`src/rtl/div_meter_pkg.sv`:
```
// Shared definitions for the divided-clock period meter.
// Holds the FSM state encoding, the divide-ratio select encoding and the
// expected-period helper (2 << sel), plus the default counter width.
package div_meter_pkg;

  localparam int CNT_W_DEF = 16;

  typedef enum logic [1:0] {
    ST_IDLE    = 2'd0,
    ST_ARM     = 2'd1,
    ST_MEASURE = 2'd2
  } meter_state_e;

  typedef enum logic [1:0] {
    SEL_DIV2  = 2'd0,
    SEL_DIV4  = 2'd1,
    SEL_DIV8  = 2'd2,
    SEL_DIV16 = 2'd3
  } div_sel_e;

  // Expected period in clk cycles for a given ratio select.
  function automatic int unsigned exp_period(input logic [1:0] sel);
    return 32'd2 << sel;
  endfunction

endpackage

```
`src/rtl/div_sync_edge.sv`:
```
// Input conditioning for the period meter.
// SYNC_STAGES-deep synchronizer on the asynchronous sig_i, an optional
// 2-sample stability filter (build with DIV_GLITCH_FILTER_EN defined), then an
// edge-history flop producing single-cycle rise/fall pulses.
// Ports:
//   clk_i, rst_n_i : clock, async active-low reset
//   sig_i          : asynchronous signal under measurement
//   level_o        : conditioned (synchronized / filtered) level
//   rise_o, fall_o : one-cycle edge pulses on level_o
module div_sync_edge #(
  parameter int SYNC_STAGES = 2
) (
  input  logic clk_i,
  input  logic rst_n_i,
  input  logic sig_i,
  output logic level_o,
  output logic rise_o,
  output logic fall_o
);

  logic [SYNC_STAGES-1:0] sync_q;
  logic                   hist_q;
  logic                   lvl;

  always_ff @(posedge clk_i or negedge rst_n_i) begin
    if (!rst_n_i) sync_q <= '0;
    else          sync_q <= {sync_q[SYNC_STAGES-2:0], sig_i};
  end

`ifdef DIV_GLITCH_FILTER_EN
  // A new level is accepted only once two consecutive samples agree, so a
  // single-cycle pulse never reaches the edge detector.
  logic samp_q, filt_q;

  always_ff @(posedge clk_i or negedge rst_n_i) begin
    if (!rst_n_i) begin
      samp_q <= 1'b0;
      filt_q <= 1'b0;
    end else begin
      samp_q <= sync_q[SYNC_STAGES-1];
      if (sync_q[SYNC_STAGES-1] == samp_q) filt_q <= samp_q;
    end
  end

  assign lvl = filt_q;
`else
  assign lvl = sync_q[SYNC_STAGES-1];
`endif

  always_ff @(posedge clk_i or negedge rst_n_i) begin
    if (!rst_n_i) hist_q <= 1'b0;
    else          hist_q <= lvl;
  end

  assign level_o = lvl;
  assign rise_o  = lvl & ~hist_q;
  assign fall_o  = ~lvl & hist_q;

endmodule

```
`src/rtl/div_period_meter.sv`:
```
// Divided-clock period meter.
// Measures period and high time of a slow divided clock in clk cycles,
// checks the period against 2 << sel and reports lock after LOCK_COUNT
// consecutive matches. Optional glitch filter: DIV_GLITCH_FILTER_EN.
// Ports:
//   clk_i, rst_n_i   : clock, async active-low reset
//   ena_i            : enable; low returns to IDLE and clears lock/overflow
//   sig_in_i         : asynchronous divided clock under measurement
//   sel_i            : expected ratio (0:/2 1:/4 2:/8 3:/16)
//   period_o         : last measured period
//   high_time_o      : last measured high time
//   meas_valid_o     : one-cycle pulse on each result update
//   locked_o         : LOCK_COUNT consecutive matching periods
//   overflow_o       : sticky, counter saturated without a rising edge
module div_period_meter
  import div_meter_pkg::*;
#(
  parameter int CNT_W       = CNT_W_DEF,
  parameter int SYNC_STAGES = 2,
  parameter int LOCK_COUNT  = 4
) (
  input  logic             clk_i,
  input  logic             rst_n_i,
  input  logic             ena_i,
  input  logic             sig_in_i,
  input  logic [1:0]       sel_i,
  output logic [CNT_W-1:0] period_o,
  output logic [CNT_W-1:0] high_time_o,
  output logic             meas_valid_o,
  output logic             locked_o,
  output logic             overflow_o
);

  localparam logic [CNT_W-1:0] CNT_MAX = '1;

  logic             rise, fall;
  meter_state_e     state_q;
  logic [CNT_W-1:0] cnt_q, hold_q, period_q, high_q;
  logic             valid_q, locked_q, ovf_q;
  logic [3:0]       match_q;
  logic [1:0]       sel_q;

  div_sync_edge #(.SYNC_STAGES(SYNC_STAGES)) u_sync (
    .clk_i   (clk_i),
    .rst_n_i (rst_n_i),
    .sig_i   (sig_in_i),
    .level_o (),
    .rise_o  (rise),
    .fall_o  (fall)
  );

  always_ff @(posedge clk_i or negedge rst_n_i) begin
    if (!rst_n_i) begin
      state_q  <= ST_IDLE;
      cnt_q    <= '0;
      hold_q   <= '0;
      period_q <= '0;
      high_q   <= '0;
      valid_q  <= 1'b0;
      locked_q <= 1'b0;
      ovf_q    <= 1'b0;
      match_q  <= '0;
      sel_q    <= '0;
    end else begin
      valid_q <= 1'b0;
      sel_q   <= sel_i;
      if (!ena_i) begin
        // period/high_time intentionally keep their last values
        state_q  <= ST_IDLE;
        cnt_q    <= '0;
        hold_q   <= '0;
        match_q  <= '0;
        locked_q <= 1'b0;
        ovf_q    <= 1'b0;
      end else begin
        // Lock bookkeeping runs on the cycle the result is visible; a sel
        // change takes priority over a simultaneous match.
        locked_q <= (match_q == 4'(LOCK_COUNT));
        if (sel_i != sel_q) begin
          match_q  <= '0;
          locked_q <= 1'b0;
        end else if (valid_q) begin
          if (period_q == CNT_W'(exp_period(sel_i))) begin
            if (match_q != 4'(LOCK_COUNT)) match_q <= match_q + 4'd1;
          end else begin
            match_q  <= '0;
            locked_q <= 1'b0;
          end
        end

        unique case (state_q)
          ST_IDLE: begin
            cnt_q   <= '0;
            state_q <= ST_ARM;
          end
          ST_ARM: begin
            cnt_q <= '0;
            if (rise) begin
              cnt_q   <= CNT_W'(1);
              hold_q  <= '0;
              state_q <= ST_MEASURE;
            end
          end
          ST_MEASURE: begin
            // A rise on the saturation cycle still counts as a valid period.
            if (rise) begin
              period_q <= cnt_q;
              high_q   <= hold_q;
              valid_q  <= 1'b1;
              ovf_q    <= 1'b0;
              cnt_q    <= CNT_W'(1);
              hold_q   <= '0;
            end else begin
              if (fall) hold_q <= cnt_q;
              if (cnt_q == CNT_MAX) begin
                ovf_q    <= 1'b1;
                match_q  <= '0;
                locked_q <= 1'b0;
                state_q  <= ST_ARM;
              end else begin
                cnt_q <= cnt_q + CNT_W'(1);
              end
            end
          end
          default: state_q <= ST_IDLE;
        endcase
      end
    end
  end

  assign period_o     = period_q;
  assign high_time_o  = high_q;
  assign meas_valid_o = valid_q;
  assign locked_o     = locked_q;
  assign overflow_o   = ovf_q;

endmodule

```
`config.mk`:
```
export PLATFORM = sky130hd
export DESIGN_NAME = div_period_meter
export DESIGN_NICKNAME = d
export VERILOG_FILES = /design/src/rtl/div_meter_pkg.sv /design/src/rtl/div_sync_edge.sv /design/src/rtl/div_period_meter.sv
export SDC_FILE = /design/constraint.sdc
export NUM_CORES = 1
export LEC_CHECK = 0
export CORE_MARGIN = 4
export CORE_UTILIZATION = 35
export DETAILED_ROUTE_END_ITERATION = 10
export GPL_ROUTABILITY_DRIVEN = 0
export PLACE_DENSITY = 0.62
export SLEW_MARGIN = 5
export SYNTH_ARGS = -nofsm -noshare
export SYNTH_HDL_FRONTEND = slang
export SYNTH_HIERARCHICAL = 1
export SYNTH_SLANG_ARGS = --single-unit
export TNS_END_PERCENT = 30
```
`constraint.sdc`:
```
create_clock -name clk_i -period 1.81 [get_ports clk_i]
set_input_delay 0.362 -clock clk_i [delete_from_list [all_inputs] [get_ports clk_i]]
set_output_delay 0.362 -clock clk_i [all_outputs]
set_load 0.05 [all_outputs]
```
==> results of run 1 <==
through the flow:
stage               instances  setup WS (ns)  setup TNS, ns  power (W)
CTS                       547       -0.00913       -0.00913    0.00383
finish                    549         0.0679              0    0.00385
detailed placement        530         -0.241          -1.90    0.00261
global route              549        0.00229              0    0.00405
floorplan                 332        0.00853              0    0.00236
global placement          530         -0.186         -0.944    0.00260
power breakdown:
part | switching (W) | leakage [nW] | internal [W]
sequential | 0.0000366 | 1.08 | 0.00178
clock | 0.000693 | 0.0881 | 0.000516
combinational | 0.000466 | 1.09 | 0.000352
total | 0.00119 | 2.26 | 0.00265
worst paths after layout:
check,startpoint,to,slack (ns),depth (start not counted)
min,u_sync/sync_q[0],u_sync/sync_q[1],0.36,0
max reg2reg,cnt_q[1],cnt_q[1],0.07,7
max,cnt_q[1],cnt_q[1],0.07,7
max in group asynchronous,rst_n_i,u_sync/sync_q[1],0.88,3
min in group asynchronous,rst_n_i,high_time_o[7],0.42,2
min reg2reg,u_sync/sync_q[0],u_sync/sync_q[1],0.36,0
worst reg2reg max path, cell delays in order (launching register included):
cell and delay, ns:
dfrtp_1 0.36, ha_2 0.20, and4_4 0.23, and2b_2 0.17
and4_4 0.25, nor2_4 0.05, buf_12 0.15, a31o_2 0.23
flip-flops by register name, indices dropped and copies added, names as in the netlist:
name,flops
u_sync/sync_q,2
u_sync/hist_q,1
meas_valid_o,1
high_time_o,16
cnt_q,16
overflow_o,1
sel_q,2
period_o,16
match_q,4
hold_q,16
locked_o,1
state_q,2
synthesized netlist by cell type, types with 2 or more instances:
cell / n
nor4_1: 4
inv_1: 12
ha_1: 7
xnor2_1: 3
buf_6: 2
buf_2: 7
a31oi_1: 12
nand2b_1: 3
dfrtp_1: 78
a211oi_1: 3
nand2_1: 59
a21oi_1: 12
mux2i_1: 2
nor2_1: 11
o21ai_0: 13
nor2b_1: 4
and3_2: 2
clkbuf_1: 3
nor3_1: 5
nand4_1: 6
and4_1: 2
a31o_2: 3
mux2_2: 29
nand3_1: 23
o21a_1: 4
routing by layer:
layer	track usage, %	wire [µm]
met1	18.8	3640
met2	24.1	3920
met3	2.72	206
met4	5.59	160
met5	0	0
logic make-up after synthesis:
logic type | share of synthesized area, %
AND/OR/NAND/NOR | 18.5
flip-flops | 55.0
AO/OA/AOI/OAI | 9.85
multiplexers | 9.77
buffers and inverters | 3.67
adder cells (fa/ha/maj) | 2.47
XOR/XNOR | 0.741
repair_timing:
action,in CTS,in global routing
resized for setup,2,10
setup buffers,0,2
gates cloned,0,0
endpoints found under the setup margin,4,19
hold endpoints to repair,16,0
pin swaps,0,5
hold buffers,1,0
layout make-up:
| cell class | count | area [µm²] | share of cell area (%) |
|---|---|---|---|
| Sequential cell | 78 | 1950 | 42.8 |
| Multi-Input combinational cell | 227 | 1510 | 33.2 |
| Timing Repair Buffer | 83 | 698 | 15.3 |
| Tap cell | 133 | 166 | 3.65 |
| Clock buffer | 9 | 124 | 2.72 |
| Clock inverter | 7 | 57.6 | 1.26 |
| Inverter | 12 | 45.0 | 0.989 |
==> out/metrics.cfg, run 1 <==
[outcome]
status = finished clean

[worst_setup_path]
critPathRequiredTime_ns = 2.06
cp-end-kind = flip-flop
worstSetupPathType = flip-flop to flip-flop
startpoint_type = flip-flop
critPathTopFamily = simple AND/OR/NAND/NOR gates
crit_top_cell = and4_4
crit_arrival_ns = 1.99
cp_max_fo = 13
crit_path_max_incr_delay_ns = 0.36
crit_chain = ha_2 > and4_4 > and2b_2 > and4_4 > nor2_4 > buf_12 > a31o_2
critPathBufInv = 1
slowest_stage = dfrtp_1

[synth]
ys_seq_area_share_pct = 55.0
synth_fp_nets = 345
synth_largest_area_cell = dfrtp_1
yosysTopAreaCellShare_pct = 55.0
async_reset_ff_share_pct = 100
ys.flop_type = dfrtp_1
synth_edf_count = 0
yosysWarnings = 6
yosysUniqueCellTypes = 48
synthesis.area_um2 = 3550
synthCells = 332
synthTopCellsByArea = dfrtp_1 55%, mux2_2 9.2%, nand2_1 6.2%
avgSynthCellArea_um2 = 10.7
synth_seq_cells = 78

[timing]
fin_crit_sh_pct = 96.3
max_freq_mhz = 574
hold_slack_ns = 0.356
fin_skew_ns = 0.00752
hold_viol = 0
final.min_clock_period_ns = 1.74
maxSlewHeadroom_pct = 73.4
worst_pin_slew_ns = 0.396
grt_setup_unrepaired = false
setup_violations = 0
drv_slew = 0

[final_layout]
layout_common_cells = 78 x dfrtp_1, 73 x buf_4, 58 x nand2_1
nets = 424
fillers = 919
area_growth_pct = 28.5
final_area_um2 = 4560
drive_gt1_share_pct = 34.6
final_common_cell = dfrtp_1
diodes = 0
fin_util_pct = 46.4

[global_route]
grt_remaining_overflow = 0
grt_max_degree = 46
grt_usage_pct = 14.5
antenna_found_initial = 0
grt_pass1_wl_mm = 13.6
grt_pass1_vias = 2748

[min_path]
hold_class = flip-flop to flip-flop

[power]
power_per_cell_area_nw_per_um2 = 845
leakage_nw = 2.26
ir_worst_vdd_mv = 0.331

[clock_network]
numCtsBuffers = 9
cts.clk_slew.worst_paths_ns = 0.09
cts_max_level = 3
clock-sinks = 78
clk_latency_ns = 0.35
root_buffer = clkbuf_8
clock_path_buffers = 2
cts_tree = done

[floorplanning]
core_area_um2 = 9820
die_h_um = 109
io_pins = 41
dieArea_um2 = 11800
start_util_pct = 36.1
die_w_um = 109
num_rows = 36

[flow_run]
drv_cap = 0

[placement]
placed_cell_area_um2 = 4290
io_buffer_count = 40
dpl.hpwl_mm = 5.74

[routing]
drt-wirelength-per-cell_um = 14.4
ant_nets = 0
firstDrtPassIters = 4
drtIter0Drc = 92
vias_per_cell = 4.94
drc = 0
drt-total-wl_mm = 7.92
routed-via-count = 2711

Power figures use the tool's default switching activity.
==> run 2, diff against run 1 <==
--- a/constraint.sdc
+++ b/constraint.sdc
@@ -3,2 +3,2 @@
 set_output_delay 0.362 -clock clk_i [all_outputs]
-set_load 0.05 [all_outputs]
+set_load 0.01 [all_outputs]
==> run 2 against run 1 <==
Against the previous run:
- clock skew rose by 0.00062 ns
- register-to-register slack hardly changed
- sequential share of layout area decreased by 1.3 points
- clock power grew 19%
- routed wire length fell by 1.3%
- via count up 0.48%
- global-route usage shrank 0.43 points
- total power rose by 5.5%
- non-clock buffer count increased by 3
- first-iteration DRC count increased by 68%
- largest cell class unchanged
==> out/metrics.cfg, run 2 (synthesis gave the netlist of run 1 again) <==
[final_layout]
diodes = 0
area_growth_pct = 32.5
final_common_cell = dfrtp_1
fillers = 924
layout_common_cells = 78 x dfrtp_1, 59 x nand2_1, 41 x buf_4
fin_util_pct = 47.8
nets = 427
drive_gt1_share_pct = 26.0

[clock_network]
clock-sinks = 78
cts_tree = done
clk_latency_ns = 0.35
root_buffer = clkbuf_8
cts.clk_slew.worst_paths_ns = 0.08
clock_path_buffers = 2
cts_max_level = 3
numCtsBuffers = 9

[min_path]
hold_class = flip-flop to flip-flop

[floorplanning]
dieArea_um2 = 11800
io_pins = 41
core_area_um2 = 9820
num_rows = 36
start_util_pct = 36.1
die_w_um = 109
die_h_um = 109

[timing]
hold_viol = 0
hold_slack_ns = 0.356
fin_skew_ns = 0.00814
setup_violations = 0
drv_slew = 0
grt_setup_unrepaired = true
maxSlewHeadroom_pct = 70.9
fin_crit_sh_pct = 99.1
max_freq_mhz = 558
worst_pin_slew_ns = 0.433
final.min_clock_period_ns = 1.79

[routing]
drc = 0
routed-via-count = 2724
ant_nets = 0
drt-total-wl_mm = 7.82
drtIter0Drc = 155
vias_per_cell = 4.93
firstDrtPassIters = 4
drt-wirelength-per-cell_um = 14.2

[worst_setup_path]
crit_path_max_incr_delay_ns = 0.59
crit_arrival_ns = 1.43
cp-end-kind = output port
startpoint_type = flip-flop
critPathTopFamily = buffers and inverters
critPathBufInv = 1
worstSetupPathType = flip-flop to output port
slowest_stage = clkdlybuf4s50_1
critPathRequiredTime_ns = 1.45
cp_max_fo = 9
crit_chain = clkdlybuf4s50_1

[global_route]
grt_pass1_wl_mm = 13.2
antenna_found_initial = 0
grt_pass1_vias = 2739
grt_usage_pct = 14.1
grt_max_degree = 37
grt_remaining_overflow = 0

[power]
ir_worst_vdd_mv = 0.440
leakage_nw = 2.24
switching_share_pct = 27.0
clkPwrFrac_pct = 35.5
p_int_w = 0.00296
finalPower_w = 0.00406
power_per_cell_area_nw_per_um2 = 864
switchingPower_w = 0.00110
comb_power_share_pct = 19.6
share_seq_of_total_power_pct = 44.9

[outcome]
status = finished clean

[placement]
dpl.hpwl_mm = 5.78
io_buffer_count = 40

[flow_run]
drv_cap = 0

[run 2: changes by cell type in the layout (fill, tap and decap cells not counted), sizes merged]
cell           previous run  this run
clkbuf                    9        11
dlymetal6s2s              0         1
buf                      78        46
clkinvlp                  2         1
bufinv                    0         2
clkinv                    2         1
clkdlybuf4s50             4        38
inv                      15        13
[run 2: timing repair]
item	CTS	global route
pin swaps	0	3
gates resized for setup	3	5
setup endpoints to repair	2	17
hold buffers	1	0
endpoints found under the hold margin	29	0
setup buffers	0	1
[run 2: metrics by stage]
step | TNS, ns | instance area (µm²) | worst slack [ns] | cells
global placement | -0.514 | 4410 | -0.0975 | 534
finish | 0 | 4700 | 0.0171 | 552
floorplan | 0 | 3560 | 0.00853 | 332
global route | -0.0909 | 4700 | -0.0443 | 552
detailed placement | -2.46 | 4410 | -0.163 | 534
CTS | 0 | 4660 | 0.0213 | 551
[run 2: power by group through the flow]
stage | Combinational (W) | Sequential [W] | Clock [W]
6_report | 0.000797 | 0.00182 | 0.00144
5_1_grt | 0.000877 | 0.00183 | 0.00154
4_1_cts | 0.000752 | 0.00182 | 0.00148
3_5_place_dp | 0.000743 | 0.00186 | 0
3_3_place_gp | 0.000732 | 0.00185 | 0
2_1_floorplan | 0.000466 | 0.00186 | 0
[run 2: final cells by class]
type                       instances  area, µm²  share of cell area (%)
clock buffer                      11        141                    3.01
clock inverter                     5       81.3                    1.73
inverter                          12       45.0                   0.959
multi-input combinational        227       1500                    31.9
sequential                        78       1950                    41.6
tap                              133        166                    3.54
timing repair buffer              86        811                    17.3
[run 2: routing by layer]
layer	share of wire, %	vias to the layer above	global-route usage, %	wire length, µm
met2	50	59	23.9	3930
met1	43	1310	17.7	3390
li1	-	1341	-	-
met4	2.7	0	6.58	212
met5	0	-	0	0
met3	3.7	14	2.01	286
[run 2: path summary, 6_finish.rpt]
check	from	cells after the start	end	slack, ns
worst min register to register	u_sync/sync_q[0]	0	u_sync/sync_q[1]	0.36
worst max register to register	cnt_q[1]	7	cnt_q[1]	0.07
min in group asynchronous	rst_n_i	2	high_time_o[9]	0.49
worst min-delay path	u_sync/sync_q[0]	0	u_sync/sync_q[1]	0.36
max in group asynchronous	rst_n_i	3	hold_q[2]	0.81
worst max-delay path	meas_valid_o	1	meas_valid_o	0.02
==> run 3, diff against run 2 <==
Settings changed: CELL_PAD_IN_SITES_DETAIL_PLACEMENT set to 0, CELL_PAD_IN_SITES_GLOBAL_PLACEMENT set to 1, PLACE_DENSITY 0.62 to 0.74.
==> run 3 against run 2 <==
Against the previous run:
- combinational power fell by 3%
- cell count decreased by 0.91%
- critical endpoint is now cnt_q[7]
- hold slack got worse by 0.0012 ns
- die area stayed put
- first-iteration DRC count shrank 19%
- highest routed layer unchanged
- final area down 1.1%
- flip-flop and latch count unchanged
- global-route usage grew 0.32 points
- non-clock buffer count down 5
==> out/metrics.cfg, run 3 (synthesis gave the netlist of run 1 again) <==
[routing]
drt-total-wl_mm = 7.85
drtIter0Drc = 126
ant_nets = 0
drc = 0
routed-via-count = 2656
vias_per_cell = 4.86
drt-wirelength-per-cell_um = 14.4
firstDrtPassIters = 4

[global_route]
use_met1_pct = 19.8
grt_max_degree = 37
met3_usage_pct = 2.13
grt_pass1_wl_mm = 13.2
grt_pass1_vias = 2623
grt_usage_pct = 14.4
grt_most_used_layer = met2
antenna_found_initial = 0
grt_remaining_overflow = 0
use_met2_pct = 22.1

[clock_network]
cts.clk_slew.worst_paths_ns = 0.08
numCtsBuffers = 9
clock_path_buffers = 2
cts_tree = done
clk_latency_ns = 0.36
clock-sinks = 78
cts_max_level = 3
root_buffer = clkbuf_8

[final_layout]
nets = 422
fillers = 944
final_common_cell = dfrtp_1
drive_gt1_share_pct = 25.8
fin_util_pct = 47.3
layout_common_cells = 77 x dfrtp_1, 59 x nand2_1, 36 x buf_4
regArea_um2 = 1950
diodes = 0
area_growth_pct = 31.0
multi_input_area_um2 = 1520

[worst_setup_path]
crit_arrival_ns = 1.99
startpoint_type = flip-flop
slowest_stage = dfrtp_1
crit_path_max_incr_delay_ns = 0.39
r2r-start = cnt_q[1]
worstSetupPathType = flip-flop to flip-flop
critPathRequiredTime_ns = 2.04
setup.worst_path.start = cnt_q[1]
cp-end-kind = flip-flop
reg2reg_depth = 6
crit_chain = ha_2 > and4_1 > and2b_2 > and4_4 > nor2_4 > a31oi_1
cp_max_fo = 13

[timing]
final.min_clock_period_ns = 1.76
hold_slack_ns = 0.355
max_freq_mhz = 567
fin_crit_sh_pct = 97.5
setup_violations = 0
hold_viol = 0
fin_skew_ns = 0.00556
grt_setup_unrepaired = true
maxSlewHeadroom_pct = 63.7
drv_slew = 0
worst_pin_slew_ns = 0.541
tns_ns = 0
fin_ws_ns = 0.0455

[flow_run]
drv_cap = 0

[floorplanning]
die_h_um = 109
dieArea_um2 = 11800
io_pins = 41
start_util_pct = 36.1
core_area_um2 = 9820
die_w_um = 109
num_rows = 36

[min_path]
min_delay_path_depth = 0
hold_class = flip-flop to flip-flop
min_from = u_sync/sync_q[0]

[placement]
post-place-ws_ns = -0.146
io_buffer_count = 40
dpl.hpwl_mm = 5.63

[outcome]
status = finished clean

[power]
ir_worst_vdd_mv = 0.431
power_per_cell_area_nw_per_um2 = 824
leakage_nw = 2.24

## run 3: cell type report
class,count,share of cell area [%]
timing repair buffer,81,16.7
multi-input combinational,227,32.8
clock buffer,9,2.67
sequential,78,42.1
tap,133,3.58
inverter,12,0.970
clock inverter,7,1.24
## run 3: per-stage QoR
step | instance area, µm² | power (W) | cells
2_1_floorplan | 3560 | 0.00233 | 332
6_report | 4640 | 0.00383 | 547
4_1_cts | 4600 | 0.00386 | 545
3_5_place_dp | 4380 | 0.00262 | 528
5_1_grt | 4640 | 0.00402 | 547
3_3_place_gp | 4380 | 0.00260 | 528
## run 3: report_power, final
| group | internal, W | switching [W] | leakage [nW] |
|---|---|---|---|
| sequential | 0.00178 | 0.0000384 | 1.07 |
| clock | 0.000516 | 0.000711 | 0.0881 |
| combinational | 0.000339 | 0.000439 | 1.07 |
| total | 0.00264 | 0.00119 | 2.24 |
## run 3: path summary, 6_finish.rpt
path	to	slack, ns
worst max-delay path	cnt_q[7]	0.05
worst min-delay path	u_sync/sync_q[1]	0.35
worst max register to register	cnt_q[7]	0.05
worst min register to register	u_sync/sync_q[1]	0.35
max in group asynchronous	period_o[12]	0.72
min in group asynchronous	hold_q[12]	0.48
## run 3: worst max-delay path, delay by kind of cell, from the launching register on
family,cells,cell delay [ns]
flops,1,0.39
fa+ha+maj,1,0.19
simple gates,4,0.89
compound gates,1,0.15
## run 3: repair_timing
| item | CTS | global route |
|---|---|---|
| hold buffers | 1 | 0 |
| setup endpoints to repair | 8 | 12 |
| resized for setup | 8 | 9 |
| buffers inserted | 0 | 2 |
| pin swaps | 0 | 4 |
| endpoints found under the hold margin | 24 | 0 |
## run 3: per-layer routing
| layer | routed length [µm] | vias to the layer above | part of all wire [%] |
|---|---|---|---|
| met5 | 0 | - | 0 |
| met4 | 205 | 0 | 2.6 |
| met3 | 228 | 12 | 2.9 |
| met2 | 3660 | 45 | 47 |
| met1 | 3760 | 1274 | 48 |
| li1 | - | 1325 | - |
